`src/rtl/ppu_pkg.sv`:
```
// Shared types and defaults for the PPU framebuffer write path.
package ppu_pkg;
  localparam logic [23:0] WIN_BASE_DEF = 24'hf00000;
  localparam logic [23:0] WIN_LAST_DEF = 24'hf1ffff;

  typedef logic [15:0] rgb565_t;

  typedef struct packed {
    logic [23:0] addr;
    rgb565_t     data;
  } fb_entry_t;

  typedef enum logic {ST_IDLE, ST_REQ} wr_state_e;

  // Plain truncation of each channel to its 565 width.
  function automatic rgb565_t rgb888_to_565(input logic [23:0] rgb);
    return {rgb[23:19], rgb[15:10], rgb[7:3]};
  endfunction
endpackage

```
`src/rtl/ppu_fb_writer_sync_fifo.sv`:
```
// Synchronous FIFO with registered level; head is visible combinationally on rdata.
module sync_fifo #(
  parameter int WIDTH = 40,
  parameter int DEPTH = 16,
  localparam int AW = $clog2(DEPTH)
) (
  input  logic             clk_PPU,
  input  logic             n_reset_in,
  input  logic             push,
  input  logic             pop,
  input  logic [WIDTH-1:0] wdata,
  output logic [WIDTH-1:0] rdata,
  output logic [AW:0]      level,
  output logic             full,
  output logic             empty
);
  logic [WIDTH-1:0] ram [DEPTH];
  logic [AW-1:0]    wr_ptr_q, wr_ptr_d, rd_ptr_q, rd_ptr_d;
  logic [AW:0]      level_q, level_d;
  logic             do_push, do_pop;

  assign full  = (level_q == (AW+1)'(DEPTH));
  assign empty = (level_q == '0);
  assign level = level_q;
  assign rdata = ram[rd_ptr_q];

  // A push into a full FIFO is legal when the head leaves in the same cycle.
  assign do_pop  = pop && !empty;
  assign do_push = push && (!full || do_pop);

  always_comb begin
    wr_ptr_d = wr_ptr_q + AW'(do_push);
    rd_ptr_d = rd_ptr_q + AW'(do_pop);
    level_d  = level_q + (AW+1)'(do_push) - (AW+1)'(do_pop);
  end

  always_ff @(posedge clk_PPU or negedge n_reset_in) begin
    if (!n_reset_in) begin
      wr_ptr_q <= '0;
      rd_ptr_q <= '0;
      level_q  <= '0;
    end else begin
      wr_ptr_q <= wr_ptr_d;
      rd_ptr_q <= rd_ptr_d;
      level_q  <= level_d;
    end
  end

  always_ff @(posedge clk_PPU) begin
    if (do_push) ram[wr_ptr_q] <= wdata;
  end
endmodule

```
`src/rtl/ppu_fb_writer.sv`:
```
// Windowed pixel capture into a FIFO, drained as RGB565 writes to framebuffer memory.
module ppu_fb_writer
  import ppu_pkg::*;
#(
  parameter int          DEPTH    = 16,
  parameter logic [23:0] WIN_BASE = WIN_BASE_DEF,
  parameter logic [23:0] WIN_LAST = WIN_LAST_DEF,
  localparam int         LW       = $clog2(DEPTH) + 1
) (
  input  logic          clk_PPU,
  input  logic          n_reset_in,
  input  logic          pix_valid,
  input  logic [23:0]   pix_addr,
  input  logic [23:0]   pix_rgb,
  output logic          mem_req,
  output logic [23:0]   mem_addr,
  output logic [15:0]   mem_data,
  input  logic          mem_ack,
  output logic [LW-1:0] fifo_level,
  output logic          overflow,
  input  logic          clr_ovf
);
  wr_state_e   state_q, state_d;
  logic        mem_req_q, mem_req_d;
  logic [23:0] mem_addr_q, mem_addr_d;
  rgb565_t     mem_data_q, mem_data_d;
  logic        overflow_q, overflow_d;
  logic        in_win, pop, drop, fifo_full, fifo_empty;
  fb_entry_t   head, wentry;

  assign in_win = pix_valid && (pix_addr >= WIN_BASE) && (pix_addr <= WIN_LAST);
  assign wentry = '{addr: pix_addr, data: rgb888_to_565(pix_rgb)};

  sync_fifo #(.WIDTH($bits(fb_entry_t)), .DEPTH(DEPTH)) u_fifo (
    .clk_PPU    (clk_PPU),
    .n_reset_in (n_reset_in),
    .push       (in_win),
    .pop        (pop),
    .wdata      (wentry),
    .rdata      (head),
    .level      (fifo_level),
    .full       (fifo_full),
    .empty      (fifo_empty)
  );

  // The holding register refills whenever it is free or its write is being acked.
  assign pop  = !fifo_empty && (state_q == ST_IDLE || mem_ack);
  assign drop = in_win && fifo_full && !pop;

  always_comb begin
    state_d    = state_q;
    mem_req_d  = mem_req_q;
    mem_addr_d = mem_addr_q;
    mem_data_d = mem_data_q;
    if (pop) begin
      state_d    = ST_REQ;
      mem_req_d  = 1'b1;
      mem_addr_d = head.addr;
      mem_data_d = head.data;
    end else if (state_q == ST_REQ && mem_ack) begin
      state_d   = ST_IDLE;
      mem_req_d = 1'b0;
    end
    overflow_d = drop | (overflow_q & ~clr_ovf);
  end

  always_ff @(posedge clk_PPU or negedge n_reset_in) begin
    if (!n_reset_in) begin
      state_q    <= ST_IDLE;
      mem_req_q  <= 1'b0;
      mem_addr_q <= '0;
      mem_data_q <= '0;
      overflow_q <= 1'b0;
    end else begin
      state_q    <= state_d;
      mem_req_q  <= mem_req_d;
      mem_addr_q <= mem_addr_d;
      mem_data_q <= mem_data_d;
      overflow_q <= overflow_d;
    end
  end

  assign mem_req  = mem_req_q;
  assign mem_addr = mem_addr_q;
  assign mem_data = mem_data_q;
  assign overflow = overflow_q;
endmodule

```
`config.mk`:
```
export PLATFORM = sky130hd
export DESIGN_NAME = ppu_fb_writer
export DESIGN_NICKNAME = d
export VERILOG_FILES = /design/src/rtl/ppu_pkg.sv /design/src/rtl/ppu_fb_writer_sync_fifo.sv /design/src/rtl/ppu_fb_writer.sv
export SDC_FILE = /design/constraint.sdc
export NUM_CORES = 1
export LEC_CHECK = 0
export ABC_AREA = 1
export BUFFER_PORTS_ARGS = -buffer_cell sky130_fd_sc_hd__buf_2
export CORE_MARGIN = 5
export CORE_UTILIZATION = 62
export CTS_CLUSTER_DIAMETER = 50
export CTS_CLUSTER_SIZE = 24
export DETAILED_ROUTE_END_ITERATION = 6
export PLACE_DENSITY = 0.89
export SYNTH_ARGS = -nofsm -noshare
export SYNTH_HDL_FRONTEND = slang
export SYNTH_HIERARCHICAL = 1
export SYNTH_SLANG_ARGS = --single-unit
```
`constraint.sdc`:
```
create_clock -name clk_PPU -period 5.59 [get_ports clk_PPU]
set_input_delay 0.559 -clock clk_PPU [delete_from_list [all_inputs] [get_ports clk_PPU]]
set_output_delay 0.559 -clock clk_PPU [all_outputs]
set_load 0.01 [all_outputs]
```
Word level (Yosys, flattened, before mapping). Memories as Yosys holds them, arrays and structs flattened. A register that Yosys moved wholly into a read port is not among the register bits. Index checks and enable logic that the tools add are counted.

$add $sub $neg: 4. $lt $le $gt $ge: 2. Equality and inequality tests: 1. Muxes and demuxes: 4. Bitwise gates (word level): 4. Reductions and logical operators: 16.

Operators with widths (number): >= comparator 24 bit, second input constant (1); less-or-equal comparator 24 bit, second input constant (1); adder 4 x 1 -> 4 bit (2); logical AND 1 bit (8); adder 5 x 1 -> 5 bit (1); == test 5 bit, second input constant (1); logical NOT 5 bit (1); subtractor 5 x 1 -> 5 bit (1); logical NOT 1 bit (4); 2-to-1 mux 1 bit (4); logical OR 1 bit (2); inverter 1 bit (2); nonzero test 2 bit (1); AND 1 bit (1); bitwise OR 1 bit (1).

Register bits: 15. Memory bits (writable): 640. Input port bits: 53. Word-level logic and storage cells: 37. Memories kept: 1.

Memories: u_fifo.ram (depth 16, bits a word 40, read ports 1, clocked after Yosys merged registers in 1, write ports 1, line ppu_fb_writer_sync_fifo.sv:17) `logic [WIDTH-1:0] ram [DEPTH];`.

Depth between registers and ports, before layout.
Word-level depth: 8. Gate-level depth with buffers: 18. Depth with buffers taken out: 17.

By module. Netlist, hierarchy kept.

By module, submodules not included: sync_fifo (instances 1, cells an instance 2663, area each 28107.0 um^2, seq. area each 19543.7 um^2); ppu_fb_writer (instances 1, cells an instance 197, area each 1727.9 um^2, seq. area each 1051.0 um^2).

Worst setup path after synthesis. OpenSTA, ideal clock, no wires.

Kind: reg2reg. Start point: register u_fifo.level_q[2], in the netlist u_fifo/level[2]. End point: memory u_fifo.ram[3][0], enable pin. Setup time: 487 ps. Data arrival time: 4222 ps. Setup slack: 881 ps. Cell stages (with the launch flop): 12. Buffers on the path: 2. Period minus slack after synthesis: 4709 ps. Cell sequence: dfrtp_1 > inv_1 > ha_1 > nand3_1 > nor2_1 > inv_1 > nand2_4 > inv_6 > buf_12 > o21ai_2 > buf_4 > nor3_1.

Longest elaborated chain between the ends: 8. Elaborated cells on any way between the ends: 10. Those cells by class: 1 x eq/ne; 2 x mux; 7 x reduce/logical.

Ends and longest elaborated chain: start, declared (line ppu_fb_writer_sync_fifo.sv:19) `logic [AW:0] level_q, level_d;`; start signal, assigned (line ppu_fb_writer_sync_fifo.sv:45) `level_q <= level_d;`; logical NOT 5 bit * (line ppu_fb_writer_sync_fifo.sv:23) `assign empty = (level_q == '0);`; via fifo_empty (line ppu_fb_writer.sv:28) `logic in_win, pop, drop, fifo_full, fifo_empty;`; logical NOT 1 bit * (line ppu_fb_writer_sync_fifo.sv:28, ppu_fb_writer.sv:47); logical AND 1 bit (line ppu_fb_writer.sv:47) `assign pop = !fifo_empty && (state_q == ST_IDLE || mem_ack);`; logical AND 1 bit * (line ppu_fb_writer_sync_fifo.sv:28) `assign do_pop = pop && !empty;`; logical OR 1 bit * (line ppu_fb_writer_sync_fifo.sv:29) `assign do_push = push && (!full || do_pop);`; logical AND 1 bit * (line ppu_fb_writer_sync_fifo.sv:29); 2-to-1 mux 1 bit * (line ppu_fb_writer_sync_fifo.sv:50) `if (do_push) ram[wr_ptr_q] <= wdata;`; 2-to-1 mux 1 bit (not written as such) * (line ppu_fb_writer_sync_fifo.sv:50); end, declared (line ppu_fb_writer_sync_fifo.sv:17).

Mark *: on every way through the listed nets, which the timed path passes. The rest lies on a longest branch.

Worst setup path after layout.
Start point: register u_fifo.level_q[2], in the netlist u_fifo/level[2]. End point: memory u_fifo.ram[9][13], enable pin.

Same word-level chain as after synthesis.

==> results.txt <==
1st-iter DRT viols = 2719
Die W = 229.4 µm
crit path launch type = register
vias in the first global route = 20690
Post-DRT Antenna Nets = 0
Setup TNS = 0 ns
largest net degree at the start of global routing = 173
Clk pin slew, worst setup/hold paths = 0.09 ns
DR vias = 20660
GPL Wtd Cong = 0.8049
post-CTS resize count = 0
antenna violations before repair = 2
initial core utilization = 62.62%
crit path to = u_fifo/ram[9][13]
sequential share of the synthesized area = 69.03%
DR vias/cell = 5.803
Reg2Reg Depth = 10
first-pass GRT wire length = 109.9 mm
DPL Wire Length = 39.26 mm
clock share of power = 26.4%
Post-Syn Instances = 2860
layout cell share with drive strength beyond 1 = 8.699%
FF+latch count, synth = 695
total gr overflow = 0
final setup fails = 0
Post-synth EDFFs = 640
worst slew pin tran = 1.372 ns
fin cells = 3560
fin crit period = 3.676 ns
Clock Path Buffers = 3
routed length per instance = 19.97 µm
Final Hold Viols = 0
Skew-Pair Late Insertion Delay = 0.62 ns
worst vdd ir = 0.3170 mV
ys flop type = edfxtp_1
clk sinks = 695
worst path arrival time = 3.96 ns
crit-path max FO = 28
Worst Setup SP = u_fifo/level[2]
crit end category = register
Slew Viols, Final = 0
net switching power = 5.429 mW
Clock Skew = 0.02789 ns
Cell Area, Synth = 0.02983 mm²
pwr dens = 450.6 mW/mm²
Yosys top cell by area = edfxtp_1
cts hold-fix bufs = 0
Initial DRT Pass Iterations = 5
placed insts = 3470
CP required = 5.87 ns
Slew headroom = 8.056%
internal power = 9.186 mW
Gate power share = 31.5%
net count after synthesis = 2923
HP Class = in -> async
H-tree lvl count = 2
port bufs = 91
final period utilization = 65.76%
Layout area overhead = 8.723%
Rows = 80
FFs w/ async S/R, synth = 7.914%
kind of critical path = reg -> reg
Area contributors post-synth = edfxtp_1 64%, nand2_1 12%, nand3_1 8.1%
die area = 0.05261 mm²
max_cap viols = 0
gr usage total = 26.52%
total core area = 0.04765 mm²
DIE HEIGHT = 229.4 µm
Yosys warning count = 6
total CTS buffers = 48
r2r startpoint = u_fifo/level[2]
outcome = finished clean
Lkg Pwr = 14.15 nW
Max Clk Rate = 0.2720 GHz
RSZ-0062 raised after global routing = no
switching share of power = 37.15%
CTS root buffer = clkbuf_16
Seq pwr share = 42.1%
Top Ports = 100
Remaining DRCs = 0
R2R Path End = u_fifo/ram[9][13]
Final #Nets = 2968
r2r setup slk = 1.91 ns
CTS tree = built
share of the synthesized area in the top cell type = 64.42%
Synth cell types = 28
WL final = 71.09 mm
Post CTS Setup Buffer Count = 0
synthesized area per cell = 10.43 µm²
worst min-delay path by stage:
| stage | startpoint | slack (ns) | to |
|---|---|---|---|
| after floorplan | n_reset_in | 0.26 | mem_addr[0] |
| after global placement | overflow | 0.46 | overflow |
| after detailed placement | mem_addr[4] | 0.46 | mem_addr[4] |
| after CTS | n_reset_in | 0.16 | u_fifo/wr_ptr_q[2] |
| after global routing | clr_ovf | 0.19 | overflow |
| final | n_reset_in | 0.14 | u_fifo/wr_ptr_q[2] |
Yosys cell counts, drive strengths merged, types with 2 or more instances:
library cell	instances
nand2	980
nor3	16
xor2	7
inv	508
nand4	2
nand3	484
nor2	8
o21ai	4
dfrtp	55
edfxtp	640
buf	114
ha	9
clkbuf	27
a21oi	3
kinds of logic (layout without fill, tap and decap cells):
logic type	after synthesis	in the layout	share of synthesized area, %
compound gates	7	7	0.1300
flops	695	695	69.03
buf+inv	650	733	9.193
xor+xnor	8	8	0.2349
other cells	0	2	0
simple gates	1490	1490	20.97
fa+ha+maj	10	10	0.4445
worst max-delay path: stages, from the launching register on:
cell and delay, ns:
dfrtp_1 0.38, inv_1 0.07, ha_1 0.22, nand3_1 0.10, nor2_1 0.05, inv_1 0.11
nand2_4 0.08, inv_6 0.28, o21ai_2 0.38, nor3_2 1.14, buf_4 0.51
registers in the layout, indices dropped and copies added, names as in the netlist:
| register | cells |
|---|---|
| mem_addr | 24 |
| mem_data | 16 |
| mem_req | 1 |
| overflow | 1 |
| u_fifo/level | 5 |
| u_fifo/ram | 640 |
| u_fifo/rd_ptr_q | 4 |
| u_fifo/wr_ptr_q | 4 |
layer usage:
metal  wire length, µm  global-route usage (%)  up-vias
met1             25180                   33.43     9830
met4              3120                   12.27        0
met2             35870                   45.73     1311
met5                 0                       0        -
met3              6928                   4.062      253
li1                  -                       -     9263
power by group through the flow:
stage | clock (mW) | combinational [mW] | sequential (mW)
after detailed placement | 0 | 4.49 | 6.26
final | 3.85 | 4.61 | 6.15
after global placement | 0 | 4.28 | 6.26
after floorplan | 0 | 3.41 | 6.15
after CTS | 3.89 | 4.53 | 6.15
after global routing | 4.10 | 5.07 | 6.18
area by class of cell:
| type | instances | area, µm² |
|---|---|---|
| multi-input combinational | 1515 | 6584 |
| sequential | 695 | 20610 |
| clock buffer | 55 | 1259 |
| timing repair buffer | 136 | 793.3 |
| tap | 615 | 769.5 |
| fill | 3029 | 15210 |
| inverter | 509 | 1928 |
| antenna | 2 | 5.005 |
| clock inverter | 33 | 491.7 |
placed cells by master, fill, tap and decap left out, types with 7 or more instances in the layout:
master	netlist	final
nand2_1	969	969
buf_2	56	91
ha_1	9	9
edfxtp_1	640	640
nor3_2	0	15
nand3_1	484	484
buf_4	40	45
inv_6	1	7
nand2_2	10	10
clkbuf_16	0	49
nor2_1	8	8
inv_1	504	504
dfrtp_1	55	51
xor2_1	7	7
per-stage QoR:
| stage | instance area (µm²) | util (%) | setup WS [ns] | hold WS, ns | total power [mW] |
|---|---|---|---|---|---|
| 2_1_floorplan | 29830 | - | 0.8812 | 0.2634 | 9.562 |
| 3_5_place_dp | 30680 | 64.38 | 1.932 | 0.4595 | 10.75 |
| 6_report | 32440 | 68.08 | 1.914 | 0.1388 | 14.62 |
| 4_1_cts | 32430 | 68.06 | 1.910 | 0.1589 | 14.57 |
| 3_3_place_gp | 30680 | 64.38 | 2.005 | 0.4591 | 10.53 |
| 5_1_grt | 32440 | 68.08 | 1.742 | 0.1903 | 15.35 |
(Power assumes the default switching activity.)
